### src/rtl/manchester_pkg.sv
// Shared constants for the Manchester receive path: FSM encodings, frame length, timing helpers.
// Optional parity bit is enabled with `define MANCHESTER_PARITY_EN.
package manchester_pkg;

  localparam logic [1:0] ST_IDLE = 2'd0;
  localparam logic [1:0] ST_DATA = 2'd1;
  localparam logic [1:0] ST_GAP  = 2'd2;

`ifdef MANCHESTER_PARITY_EN
  localparam int unsigned FRAME_BITS = 9;
`else
  localparam int unsigned FRAME_BITS = 8;
`endif

  localparam int unsigned BYTE_W = 8;
  localparam int unsigned BIT_W  = 4;

  // Mid-bit acceptance window and idle-gap length, all in clk cycles.
  function automatic int unsigned win_lo(input int unsigned half_clks);
    return (3 * half_clks) / 2;
  endfunction

  function automatic int unsigned win_hi(input int unsigned half_clks);
    return (5 * half_clks) / 2;
  endfunction

  function automatic int unsigned gap_clks(input int unsigned half_clks);
    return 2 * half_clks;
  endfunction

endpackage

### src/rtl/manchester_decoder_if.sv
// Byte output handshake of the Manchester decoder (valid/ready, data held while valid).
interface manchester_decoder_if;
  logic [7:0] data_out;
  logic       data_valid;
  logic       data_ready;

  modport master (output data_out, output data_valid, input data_ready);
  modport slave  (input data_out, input data_valid, output data_ready);
endinterface

### src/rtl/manchester_edge_det.sv
// Two-flop synchroniser plus previous-level flop; emits combinational rise/fall strobes.
module manchester_edge_det (
  input  logic clk,
  input  logic rst,
  input  logic line_i,
  output logic level_o,
  output logic rise_c_o,
  output logic fall_c_o
);

  logic sync1_q;
  logic sync2_q;
  logic prev_q;

  always_ff @(posedge clk or posedge rst) begin
    if (rst) begin
      sync1_q <= 1'b0;
      sync2_q <= 1'b0;
      prev_q  <= 1'b0;
    end else begin
      sync1_q <= line_i;
      sync2_q <= sync1_q;
      prev_q  <= sync2_q;
    end
  end

  assign level_o  = sync2_q;
  assign rise_c_o = sync2_q & ~prev_q;
  assign fall_c_o = ~sync2_q & prev_q;

endmodule

### src/rtl/manchester_decoder.sv
// Manchester (IEEE 802.3) line receiver: recovers mid-bit timing and delivers bytes on valid/ready.
// Define MANCHESTER_PARITY_EN to expect and check a trailing even-parity bit.
module manchester_decoder
  import manchester_pkg::*;
#(
  parameter int unsigned HALF_CLKS = 4,
  parameter int unsigned CNT_W     = 4
) (
  input  logic                  clk,
  input  logic                  rst,
  input  logic                  line_in,
  manchester_decoder_if.master  dout_if,
  output logic                  busy,
  output logic                  frame_err,
  output logic                  overrun,
  output logic                  parity_err
);

  localparam int unsigned WIN_LO = win_lo(HALF_CLKS);
  localparam int unsigned WIN_HI = win_hi(HALF_CLKS);
  localparam int unsigned GAP_N  = gap_clks(HALF_CLKS);

  logic level_c;
  logic rise_c;
  logic fall_c;

  manchester_edge_det u_edge (
    .clk      (clk),
    .rst      (rst),
    .line_i   (line_in),
    .level_o  (level_c),
    .rise_c_o (rise_c),
    .fall_c_o (fall_c)
  );

  logic [1:0]            state_q,  state_d;
  logic [CNT_W-1:0]      cnt_q,    cnt_d;
  logic [BIT_W-1:0]      bit_q,    bit_d;
  logic [FRAME_BITS-2:0] shift_q,  shift_d;
  logic [BYTE_W-1:0]     data_q,   data_d;
  logic                  valid_q,  valid_d;
  logic                  busy_q,   busy_d;
  logic                  ferr_q,   ferr_d;
  logic                  ovr_q,    ovr_d;
  logic                  perr_d;

  logic                  edge_c;
  logic                  done_c;
  logic                  par_ok_c;
  logic [CNT_W-1:0]      cnt_nxt_c;
  logic [FRAME_BITS-1:0] full_c;
  logic [BYTE_W-1:0]     byte_c;

  assign edge_c    = rise_c | fall_c;
  assign cnt_nxt_c = cnt_q + CNT_W'(1);
  assign full_c    = {shift_q, rise_c};

`ifdef MANCHESTER_PARITY_EN
  assign byte_c   = full_c[FRAME_BITS-1:1];
  assign par_ok_c = ~(^full_c);
`else
  assign byte_c   = full_c;
  assign par_ok_c = 1'b1;
`endif

  always_ff @(posedge clk or posedge rst) begin
    if (rst) begin
      state_q <= ST_IDLE;
      cnt_q   <= '0;
      bit_q   <= '0;
      shift_q <= '0;
      data_q  <= '0;
      valid_q <= 1'b0;
      busy_q  <= 1'b0;
      ferr_q  <= 1'b0;
      ovr_q   <= 1'b0;
    end else begin
      state_q <= state_d;
      cnt_q   <= cnt_d;
      bit_q   <= bit_d;
      shift_q <= shift_d;
      data_q  <= data_d;
      valid_q <= valid_d;
      busy_q  <= busy_d;
      ferr_q  <= ferr_d;
      ovr_q   <= ovr_d;
    end
  end

  always_comb begin
    state_d = state_q;
    cnt_d   = cnt_q;
    bit_d   = bit_q;
    shift_d = shift_q;
    data_d  = data_q;
    valid_d = valid_q;
    ferr_d  = 1'b0;
    ovr_d   = 1'b0;
    perr_d  = 1'b0;
    done_c  = 1'b0;

    if (valid_q && dout_if.data_ready) begin
      valid_d = 1'b0;
    end

    case (state_q)
      ST_IDLE: begin
        // Rising edge here is the start bit's mid-bit transition.
        if (rise_c) begin
          state_d = ST_DATA;
          cnt_d   = '0;
          bit_d   = '0;
          shift_d = '0;
        end
      end
      ST_DATA: begin
        cnt_d = cnt_nxt_c;
        if (cnt_nxt_c > CNT_W'(WIN_HI)) begin
          ferr_d  = 1'b1;
          shift_d = '0;
          cnt_d   = '0;
          state_d = ST_GAP;
        end else if (edge_c && (cnt_nxt_c >= CNT_W'(WIN_LO))) begin
          shift_d = full_c[FRAME_BITS-2:0];
          cnt_d   = '0;
          bit_d   = bit_q + BIT_W'(1);
          if (bit_q == BIT_W'(FRAME_BITS - 1)) begin
            done_c  = 1'b1;
            state_d = ST_GAP;
          end
        end
      end
      ST_GAP: begin
        if (level_c) begin
          cnt_d = '0;
        end else if (cnt_nxt_c >= CNT_W'(GAP_N)) begin
          cnt_d   = '0;
          state_d = ST_IDLE;
        end else begin
          cnt_d = cnt_nxt_c;
        end
      end
      default: begin
        state_d = ST_IDLE;
        cnt_d   = '0;
      end
    endcase

    // A byte accepted this very cycle frees the slot for the new one.
    if (done_c) begin
      if (!par_ok_c) begin
        perr_d = 1'b1;
      end else if (!valid_q || dout_if.data_ready) begin
        data_d  = byte_c;
        valid_d = 1'b1;
      end else begin
        ovr_d = 1'b1;
      end
    end

    busy_d = (state_d != ST_IDLE);
  end

`ifdef MANCHESTER_PARITY_EN
  logic perr_q;

  always_ff @(posedge clk or posedge rst) begin
    if (rst) begin
      perr_q <= 1'b0;
    end else begin
      perr_q <= perr_d;
    end
  end

  assign parity_err = perr_q;
`else
  assign parity_err = 1'b0;
`endif

  assign dout_if.data_out   = data_q;
  assign dout_if.data_valid = valid_q;
  assign busy               = busy_q;
  assign frame_err          = ferr_q;
  assign overrun            = ovr_q;

endmodule

### src/flat_wrapper.sv
// flat-port wrapper written by rule: the top's interface ports become plain ports
module manchester_decoder_flat import manchester_pkg::*;
#(
  parameter int unsigned HALF_CLKS = 4,
  parameter int unsigned CNT_W     = 4
)
  (clk, rst, line_in, busy, frame_err, overrun, parity_err, dout_if_data_out, dout_if_data_valid, dout_if_data_ready);
  manchester_decoder_if dout_if_i ();
  input  logic clk;
  input  logic rst;
  input  logic line_in;
  output logic busy;
  output logic frame_err;
  output logic overrun;
  output logic parity_err;
  output wire logic [$bits(dout_if_i.data_out)-1:0] dout_if_data_out;
  output wire logic [$bits(dout_if_i.data_valid)-1:0] dout_if_data_valid;
  input wire logic [$bits(dout_if_i.data_ready)-1:0] dout_if_data_ready;
  assign dout_if_data_out = dout_if_i.data_out;
  assign dout_if_data_valid = dout_if_i.data_valid;
  assign dout_if_i.data_ready = dout_if_data_ready;
  manchester_decoder #(.HALF_CLKS(HALF_CLKS), .CNT_W(CNT_W)) u_core (.clk(clk), .rst(rst), .line_in(line_in), .dout_if(dout_if_i), .busy(busy), .frame_err(frame_err), .overrun(overrun), .parity_err(parity_err));
endmodule
### config.mk
export PLATFORM = sky130hd
export DESIGN_NAME = manchester_decoder_flat
export DESIGN_NICKNAME = d
export VERILOG_FILES = /design/src/rtl/manchester_pkg.sv /design/src/rtl/manchester_decoder_if.sv /design/src/rtl/manchester_edge_det.sv /design/src/rtl/manchester_decoder.sv /design/src/flat_wrapper.sv
export SDC_FILE = /design/constraint.sdc
export NUM_CORES = 1
export LEC_CHECK = 0
export ABC_AREA = 1
export ABC_CLOCK_PERIOD_IN_PS = 1950
export CAP_MARGIN = 0
export CORE_MARGIN = 3
export CORE_UTILIZATION = 36
export DETAILED_ROUTE_END_ITERATION = 12
export PLACE_DENSITY = 0.56
export SLEW_MARGIN = 40
export SYNTH_ARGS = -nofsm -noshare
export SYNTH_HDL_FRONTEND = slang
export SYNTH_SLANG_ARGS = --single-unit
### constraint.sdc
create_clock -name clk -period 1.95 [get_ports clk]
set_input_delay 0.4875 -clock clk [delete_from_list [all_inputs] [get_ports clk]]
set_output_delay 0.4875 -clock clk [all_outputs]
set_load 0.02 [all_outputs]
==> summary by stage <==
Outcome
The flow ran to the end, and the final reports show no timing, DRC or antenna violations.

Critical path
The number of cells on the worst reg-to-reg path is 11. The kind of capture point of the worst setup path is a flip-flop. The critical path buffer and inverter count is 2.

Walking the worst path, the cells encountered are ha_1, inv_1, nand2_1, nand3_1, nand3_1, nand2_1, nand2_1, nand3_1, inv_1, nand2_1, nand2_1. In this run the critical register-to-register path is launched from u_core.cnt_q[0]. The largest driver fanout on the critical path is 7. The start point of the critical path is u_core.cnt_q[0]. Grouping stages by cell kind, the critical path spends the most delay in simple AND/OR/NAND/NOR gates. The data required time at the worst endpoint is 2130 ps. The critical path is of the reg -> reg type.

The most used cell along the critical path is nand2_1. For this design, the slowest cell found on the critical path is dfrtp_1. Across all register-to-register paths, the minimum setup slack is 200 ps. In this run the critical register-to-register path is captured at u_core.bit_q[2]. The data arrival time of the critical path is 1930 ps. On the worst path, the slowest cell contributes a delay of 460 ps.

The type of origin of the critical path is a flip-flop.

CTS
The clock-pin slew of the registers on the worst-case setup and hold paths is 70 ps. The number of buffers inserted by hold repair at cts is 0. The clock reaches the later pin of the worst-skew pair after 280 ps.

The number of clock sinks is 32. No sink is reached through more buffers than the 2 on the longest clock path. The total CTS buffers is 5.

The root buffer cell is clkbuf_8. The H-tree generated during clock tree synthesis spans 2 levels. TritonCTS built the clock tree.

Pwr
The maximum vdd drop is 606 µV. The static leakage is 1.01 nW. The switching part of the total power is 34.7%. Dividing total power by cell area gives a power density of 1050 nW/µm². The part of the power in the clock network is 30.8%. The part of the total power dissipated in sequential elements is 39.0%.

Of the total power, combinational logic draws 30.2%. The switching component of the power is 0.000717 W. Internal power comes to 0.00135 W. The sum of internal, switching and leakage power is 0.00206 W.

Global routing
The number of global-route vias before repair came to 1195. In the global route stage, overall resource usage came out at 12.8%. The initial antenna violation count is 0.

In this run the most used layer during global routing was met2. The first-pass GRT wire length is 5210 µm. The global-route met2 utilization is 19.4%. For met3 alone, demand over resource in global routing was 4.82%.

The pin count of the biggest net entering global routing is 33. After global routing the overflow that remains totals 0. Global routing consumed, on the met1 layer, 15.9% of the routing resources.

Synthesis
The top cell type's share of synthesized area is 49.2%. The synthesized design contains 32 register bits. The largest area contributor in the synthesized netlist is dfrtp_1. The number of synthesis warnings is 0. The synthesized netlist net count is 202.

In the synthesized netlist, the number of instances is 191. The leading cell type by number of instances after synthesis is nand2_1. Sorting the synthesized cells by area gives the leading types as dfrtp_1 (49%), nand2_1 (16%), nand3_1 (5.5%). The number of flops mapped to enable cells by yosys is 0. For this run, the leading register cell type out of synthesis is dfrtp_1. Of the synthesized area, sequential elements account for 49.2%.

Averaged over all synthesized cells, the footprint is 8.52 µm². For this run, asynchronously set or reset flops after synthesis account for 100%. The number of different library cells in the post-synthesis netlist is 24. Counting instances in the post-synthesis netlist gives the leading cell types as nand2_1 (68), dfrtp_1 (32), inv_1 (21).

The netlist area before placement is 1630 µm².

Detailed routing
The first detailed-routing pass took 4 iterations. Dividing the detail-routed wire length by the instance count gives 10.9 µm. The DRC marker count from the first detailed-route iteration is 71. In the routed design, unresolved DRC markers number 0. The routed design has 2920 µm of wire. The total vias in the final route is 1260.

Using the TritonRoute via totals, the vias-per-cell ratio works out to 4.70. The post-route antenna net violation count is 0.

STA
The maximum clock frequency is 571 MHz. The setup clock skew after layout is 5.33 ps. Setup repair after global routing left no endpoint under its margin. The number of endpoints with negative hold slack in the final report is 0.

The final number of max-transition violations is 0. The final setup violation count is 0. The post-route clock period utilization is 89.8%. The final critical path time including I/O delays and setup is 1750 ps. The total negative setup slack is 0 ps.

Final layout
The number of nets in the layout is 228. The area growth from synthesis to layout is 21.2%. The fraction of layout instances using a drive strength above 1 is 14.2%.

The repair_antennas step left the layout with diodes totalling 0. The number of non-filler instances in the completed layout is 268. The share of the core filled with cells in the final layout is 47.3%. The finished cells cover 1970 µm².

Min path
The sink of the worst hold path is u_core.u_edge.level_o. The min-delay analysis places its worst path in the category reg -> reg. The startpoint identified for the worst hold timing path is u_core.u_edge.sync1_q. The worst hold path passes through 0 cells.

Floorplan
The total area inside the core boundary comes to 4170 µm². For this configuration, the core starts out at a cell density of 39.0%. The die covers 5360 µm². For this design the top-level I/O count stands at 17. The cell row count is 23. From bottom edge to top edge, the die measures 73.2 µm. Measured along the x axis, the die boundary spans 73.2 µm.

Placement
The total placed cells including tap cells is 259. The final estimated routing congestion in global placement is 0.803. The area after detailed placement is 1850 µm². The placed wire-length estimate after detailed placement is 2150 µm.

The count of port buffers added during placement is 15.

Flow run
The max-capacitance violation count is 0.
## sequential cells by signal (all words and copies together) (netlist names)
| register | flops |
|---|---|
| u_core.bit_q | 4 |
| u_core.busy | 1 |
| u_core.cnt_q | 4 |
| u_core.dout_if.data_out | 8 |
| u_core.dout_if.data_valid | 1 |
| u_core.frame_err | 1 |
| u_core.overrun | 1 |
| u_core.shift_q | 7 |
| u_core.state_q | 2 |
| u_core.u_edge.level_o | 1 |
| u_core.u_edge.prev_q | 1 |
| u_core.u_edge.sync1_q | 1 |
## worst reg2reg max path: stages (launching register included)
cell and delay (ps):
dfrtp_1 460, ha_1 270, inv_1 80, nand2_1 60
nand3_1 70, nand3_1 110, nand2_1 150, nand2_1 60
nand3_1 170, inv_1 100, nand2_1 70, nand2_1 40
## logic make-up after synthesis
family                   Yosys count  share of synthesized area (%)
buffers and inverters             24                           6.77
flip-flops                        32                           49.2
XOR/XNOR                           2                           1.08
AND/OR/NAND/NOR                  110                           31.2
AO/OA/AOI/OAI                     15                           6.08
other                              1                          0.231
adder cells (fa/ha/maj)            7                           5.38
## worst max-delay path by stage
| stage | cells past startpoint | to |
|---|---|---|
| finish | 11 | u_core.bit_q[2] |
| detailed placement | 7 | u_core.shift_q[6] |
| global route | 11 | u_core.bit_q[2] |
| floorplan | 8 | u_core.shift_q[4] |
| CTS | 7 | u_core.shift_q[6] |
| global placement | 7 | u_core.shift_q[3] |
## power by group through the flow
stage	Combinational (W)	Sequential [W]	Clock (W)
CTS	0.000614	0.000805	0.000659
floorplan	0.000490	0.000813	0
finish	0.000623	0.000805	0.000635
global route	0.000719	0.000814	0.000690
global placement	0.000599	0.000811	0
detailed placement	0.000607	0.000817	0
## cells in the final DEF (no fill, tap or decap)
cell and instances:
nand2_1 68, dfrtp_1 32, inv_1 21, nand3_1 18, clkdlybuf4s50_1 15, nor2_1 8, nand2_2 7, o21ai_0 7
ha_1 7, buf_4 7, clkbuf_8 5, nand4_1 3, a21oi_1 3, o21ai_2 3, nand2_4 2, nand3_2 1
nand3_4 1, and3b_1 1, nor2_4 1, a21oi_4 1, o22ai_1 1, xor2_1 1, xnor2_1 1, conb_1 1
clkinvlp_4 1, bufinv_16 1, clkinv_2 1
## stage by stage
step / setup slack (ps) / hold WS (ps)
5_1_grt: 4.76 / 377
6_report: 200 / 364
4_1_cts: 149 / 370
3_5_place_dp: 163 / 345
2_1_floorplan: 251 / 331
3_3_place_gp: 217 / 337
## what timing repair did
item                                    4_1_cts  5_1_grt
resized for setup                             0        0
endpoints found under the setup margin        0        5
buffers inserted                              0        1
## area by class of cell
cell class	instances	area (µm²)
Tap cell	50	62.6
Clock buffer	5	68.8
Clock inverter	3	42.5
Sequential cell	32	801
Inverter	21	78.8
Fill cell	407	2200
Timing Repair Buffer	22	203
Multi-Input combinational cell	135	716
## per-layer routing
metal  part of all wire, %  vias to the layer above  wire, µm
li1                      -                      649         -
met4                   1.7                        0        49
met3                   5.0                        6       147
met2                    48                       27      1390
met5                     0                        -         0
met1                    46                      578      1330
Power figures use the tool's default switching activity.
